<file path="config.mk">
export PLATFORM = sky130hd
export DESIGN_NAME = fetch_stage
export DESIGN_NICKNAME = d
export VERILOG_FILES = /design/src/rtl/fetch_stage.sv
export SDC_FILE = /design/constraint.sdc
export NUM_CORES = 1
export LEC_CHECK = 0
export CAP_MARGIN = 20
export CORE_MARGIN = 2
export CORE_UTILIZATION = 45
export DETAILED_ROUTE_END_ITERATION = 16
export GPL_TIMING_DRIVEN = 0
export PLACE_DENSITY = 0.76
export SETUP_SLACK_MARGIN = 0.02
export SLEW_MARGIN = 15
export SYNTH_ARGS = -nofsm -noshare
export SYNTH_HDL_FRONTEND = slang
export SYNTH_SLANG_ARGS = --single-unit
</file>
<file path="constraint.sdc">
create_clock -name clk -period 3.9 [get_ports clk]
set_input_delay 0.975 -clock clk [delete_from_list [all_inputs] [get_ports clk]]
set_output_delay 0.975 -clock clk [all_outputs]
set_load 0.05 [all_outputs]
</file>
<file path="src/rtl/fetch_stage.sv">
// fetch_stage: owns the PC, addresses the instruction ROM and captures the
// fetched word plus its PC into the IF/ID register for decode.
module fetch_stage #(
  parameter int N  = 64,
  parameter int IW = 32,
  parameter int AW = 8
) (
  input  logic          clk,
  input  logic          reset,
  input  logic          stall_F,
  input  logic          flush_D,
  input  logic          PCSrc,
  input  logic [N-1:0]  PCBranch,
  output logic [AW-1:0] imem_addr,
  input  logic [IW-1:0] imem_q,
  output logic [IW-1:0] instr_D,
  output logic [N-1:0]  pc_D,
  output logic          valid_D,
  output logic [31:0]   fetch_count
);

  logic [N-1:0]  pc_q, pc_d;
  logic [IW-1:0] instr_q, instr_d;
  logic [N-1:0]  pcd_q, pcd_d;
  logic          valid_q, valid_d;
  logic [31:0]   fetch_count_q, fetch_count_d;
  logic          load_d;

  // Low branch-target bits are dropped so the PC always stays word aligned.
  logic unused_br;
  assign unused_br = &{1'b0, PCBranch[1:0]};

  // Next PC: a redirect outranks a stall so a taken branch is never lost.
  always_comb begin
    pc_d = pc_q + N'(4);
    if (PCSrc)        pc_d = {PCBranch[N-1:2], 2'b00};
    else if (stall_F) pc_d = pc_q;
  end

  // IF/ID next state: a flush outranks a stall; otherwise load the ROM word.
  always_comb begin
    instr_d = instr_q;
    pcd_d   = pcd_q;
    valid_d = valid_q;
    load_d  = 1'b0;
    if (flush_D) begin
      instr_d = '0;
      pcd_d   = '0;
      valid_d = 1'b0;
    end else if (!stall_F) begin
      instr_d = imem_q;
      pcd_d   = pc_q;
      valid_d = 1'b1;
      load_d  = 1'b1;
    end
  end

  // Delivered-instruction counter, saturating at all ones.
  always_comb begin
    fetch_count_d = fetch_count_q;
    if (load_d && (fetch_count_q != '1)) fetch_count_d = fetch_count_q + 32'd1;
  end

  // State registers with synchronous active-low reset.
  always_ff @(posedge clk) begin
    if (!reset) begin
      pc_q          <= '0;
      instr_q       <= '0;
      pcd_q         <= '0;
      valid_q       <= 1'b0;
      fetch_count_q <= '0;
    end else begin
      pc_q          <= pc_d;
      instr_q       <= instr_d;
      pcd_q         <= pcd_d;
      valid_q       <= valid_d;
      fetch_count_q <= fetch_count_d;
    end
  end

  assign imem_addr   = pc_q[AW+1:2];
  assign instr_D     = instr_q;
  assign pc_D        = pcd_q;
  assign valid_D     = valid_q;
  assign fetch_count = fetch_count_q;

endmodule

</file>
# Word level (Yosys, flattened, before mapping)
# Cells that the tools add are included.
op_classes:
  bitwise: 1
  reduce_logical: 3
  n_addsub: 2
  n_eq_ne: 2
  muxes: 4
ops:
  columns: ["op", "count"]
  rows:
  - ["two-way mux 64 bit", 2]
  - ["adder 64 x 3 -> 64 bit (second input constant)", 1]
  - ["adder 32 x 1 -> 32 bit (second input constant)", 1]
  - ["inequality test 32 bit (second input constant)", 1]
  - ["OR reduction 2 bit", 2]
  - ["two-way mux 1 bit", 2]
  - ["inequality test 2 x 1 -> 1 bit (second input constant)", 1]
  - ["logical AND 1 bit", 1]
  - ["NOT 1 bit", 1]
totals:
  reg_bits: 193
  input_bits: 101

# Depth between registers and ports, before layout
logic_depth:
  depth_word: 3
  mapped_depth: 8
  mapped_depth_nobuf: 6

# Worst setup path before layout
# OpenSTA, ideal clock, no wires.
synth_path:
  path_type: "in2reg"
  from: "input port stall_F"
  to: "register instr_q[18] (netlist: instr_D[18])"
  cell_stages: 6
  setup_ns: 0.128
  slack_ns: 1.223
  required_time_ns: 3.772
  path_buffers: 4
  arrival_time_ns: 2.549
  path_cell_list: "clkbuf_1 buf_2 clkbuf_1 buf_1 mux2i_1 nor2_1"
synth_lines:
  columns: ["element", "line_no", "source"]
  rows:
  - ["start, declared", "10", "input logic stall_F,"]
  - ["end signal, assigned", "74", "instr_q <= instr_d;"]
  - ["end, declared", "23", "logic [IW-1:0] instr_q, instr_d;"]

==> flow_metrics.env <==
export IMPL_nets=1359
export IMPL_hold_violations=0
export IMPL_wl_per_cell_um=18.6
export IMPL_grt_total_usage=0.273
export IMPL_min_period_ns=3.76
export IMPL_yosysTopAreaCell="dfxtp_1"
export IMPL_fin_skew_ns=0.00952
export IMPL_synth_compound_area_share=0.120
export IMPL_min_to="valid_D"
export IMPL_globalplace_congestion=0.951
export IMPL_stdcell_area_um2=12000
export IMPL_layout_commonest_cell="clkdlybuf4s50_1"
export IMPL_synth_edff_count=0
export IMPL_grt_max_degree=18
export IMPL_synth_xor_xnor_area_share=0.0391
export IMPL_area_growth_pct=36.8
export IMPL_synthCells=1005
export IMPL_status="finished clean"
export IMPL_yosysSeqAreaShare=0.433
export IMPL_synth_adder_area_share=0.00286
export IMPL_synth_area_top_cells="dfxtp_1 43%, mux2i_1 11%, nor2_1 5.3%"
export IMPL_cp_data_required_time_ns=4.22
export IMPL_ios=238
export IMPL_r2r_slack_ns=0.98
export IMPL_rr_worst_depth=7
export IMPL_cp_cell_sequence="clkdlybuf4s50_1, clkbuf_1, buf_2, clkbuf_1, buf_1, mux2i_1, nor2_1"
export IMPL_n_antenna_cell=0
export IMPL_path_common_cell="clkbuf_1"
export IMPL_final_cell_count_no_fill=1529
export IMPL_rsz0062_at_grt="false"
export IMPL_routed_wl_um=28500
export IMPL_hpwl_um=21000
export IMPL_antenna_found_initial=1
export IMPL_p_per_area_nw_per_um2=368
export IMPL_drv_slew=0
export IMPL_synth_async_reset_ratio=0
export IMPL_drive_gt1_frac=0.0426
export IMPL_hp_start="valid_D"
export IMPL_irDropWorstVdd_mv=0.295
export IMPL_cts_tree="done"
export IMPL_hold_depth=2
export IMPL_dieArea_um2=20600
export IMPL_max_freq_mhz=266
export IMPL_core_area_um2=18900
export IMPL_root_buffer="clkbuf_16"
export IMPL_crit_arrival_ns=4.08
export IMPL_cp_start_kind="primary input"
export IMPL_h_tree_depth=4
export IMPL_syn_mean_instance_area_um2=8.70
export IMPL_synth_top_family_by_area="simple AND/OR/NAND/NOR gates"
export IMPL_synth_area_um2=8740
export IMPL_dr_pass1_iters=4
export IMPL_fillCellCount=1659
export IMPL_ys_types=53
export IMPL_synth_area_mux_share=0.108
export IMPL_start_util=0.463
export IMPL_final_cell_mix="231 x clkdlybuf4s50_1, 189 x dfxtp_1, 123 x nor2_1"
export IMPL_fin_crit_sh=0.964
export IMPL_synthFlopType="dfxtp_1"
export IMPL_cts_clk_slew_worst_paths_ns=0.07
export IMPL_hold_buffers=0
export IMPL_num_vias=8710
export IMPL_post_cts_buffers=0
export IMPL_cap_violations=0
export IMPL_finalSetupViolCount=0
export IMPL_yosysTopAreaCellShare=0.433
export IMPL_crit_fanout=10
export IMPL_drc=0
export IMPL_end_kind="flip-flop"
export IMPL_die_h_um=143
export IMPL_placementRows=50
export IMPL_max_slew_margin=0.419
export IMPL_hold_class="reg2reg"
export IMPL_clkLatencyLatePin_ns=0.44
export IMPL_fp_dieW_um=143
export IMPL_cts_sink_count=189
export IMPL_clockBufferDepth=2
export IMPL_yosysWarningCount=0
export IMPL_postCtsResizedCells=0
export IMPL_leakagePower_nw=4.14
export IMPL_post_dp_cell_area_um2=11400
export IMPL_ant_nets=0
export IMPL_crit_type="in2reg"
export IMPL_rr_startpoint="pc_q[6]"
export IMPL_worst_pin_slew_ns=0.871
export IMPL_r2r_end="pc_q[59]"
export IMPL_vias_per_cell=5.70
export IMPL_slowest_delay_ns=0.70
export IMPL_cts_made_buffers=17
export IMPL_drtIter0Drc=622
export IMPL_synth_simple_area_share=0.250
export IMPL_ys_ff_latch=189
export IMPL_io_buffers=231
export IMPL_cp_slowest_cell="clkdlybuf4s50_1"
export IMPL_grt_pass1_wl_um=43900
export IMPL_grt_overflow=0
export IMPL_dp_cells=1497
export IMPL_utilization=0.633
export IMPL_grt_pass1_vias=8182
==> final cells by class <==
class / instances / area, µm² / share of cell area
Buffer: 79 / 339 / 0.0284
Sequential cell: 189 / 3780 / 0.316
Clock buffer: 19 / 443 / 0.0370
Clock inverter: 13 / 130 / 0.0109
Tap cell: 260 / 325 / 0.0272
Timing Repair Buffer: 231 / 2310 / 0.193
Multi-Input combinational cell: 720 / 4560 / 0.381
Inverter: 18 / 67.6 / 0.00565
==> where the power goes <==
| group | internal, mW | switching, mW | total (mW) |
|---|---|---|---|
| logic | 0.251 | 0.318 | 0.569 |
| clock network | 0.915 | 0.829 | 1.74 |
| registers | 2.00 | 0.0890 | 2.09 |
| total | 3.16 | 1.24 | 4.40 |
==> sequential cells by signal (all words and copies together), names as in the netlist <==
register     cells
pc_q            62
instr_D         32
fetch_count     32
valid_D          1
pc_D            62
==> per-layer routing <==
layer  up-vias  share of wire  track usage
met5         -        0.00046            0
met3        65          0.081       0.0610
met4         2          0.027       0.0944
li1       4158              -            -
met2       394           0.47        0.433
met1      4091           0.42        0.368
==> critical path, delay by kind of cell <==
| kind | cells | cell delay, ns |
|---|---|---|
| buf+inv | 5 | 2.75 |
| mux | 1 | 0.27 |
| simple gates | 1 | 0.06 |
==> cells in the mapped netlist (3+ instances only) <==
cell / count
a211oi_1: 18
a21oi_1: 58
a311oi_1: 6
a31oi_1: 7
and3_1: 9
and4_1: 20
buf_1: 9
buf_2: 4
buf_4: 10
clkbuf_1: 56
dfxtp_1: 189
inv_1: 18
mux2i_1: 94
nand2_1: 52
nand2b_1: 12
nand3_1: 35
nand4_1: 31
nand4b_1: 4
nor2_1: 123
nor2b_1: 6
nor3_1: 29
nor3b_1: 4
nor4_1: 25
o21ai_0: 49
o311a_1: 4
o31ai_1: 21
or2_2: 3
or3_1: 21
or4_1: 23
xnor2_1: 29
xor2_1: 10
==> cell families after synthesis <==
family,after synthesis
flops,189
fa+ha+maj,2
other cells,1
compound gates,173
xor+xnor,39
buf+inv,97
mux,94
simple gates,410
==> worst max path at each step <==
stage | slack, ns | start | end
after global placement | -0.27 | stall_F | instr_D[23]
after CTS | 0.20 | stall_F | instr_D[21]
after floorplan | 1.22 | stall_F | instr_D[18]
after global routing | 0.05 | stall_F | instr_D[20]
after detailed placement | -0.24 | stall_F | instr_D[21]
final | 0.14 | stall_F | instr_D[21]
==> per-stage QoR <==
stage	setup TNS, ns	hold slack, ns	worst slack, ns	total power, mW
after floorplan	0	0.476	1.22	2.44
after global placement	-2.71	0.432	-0.275	2.69
after detailed placement	-2.28	0.440	-0.245	2.69
after CTS	0	0.451	0.196	4.40
after global routing	0	0.486	0.0480	4.54
final	0	0.447	0.139	4.40
No activity file was read; power rests on OpenSTA's default activity.
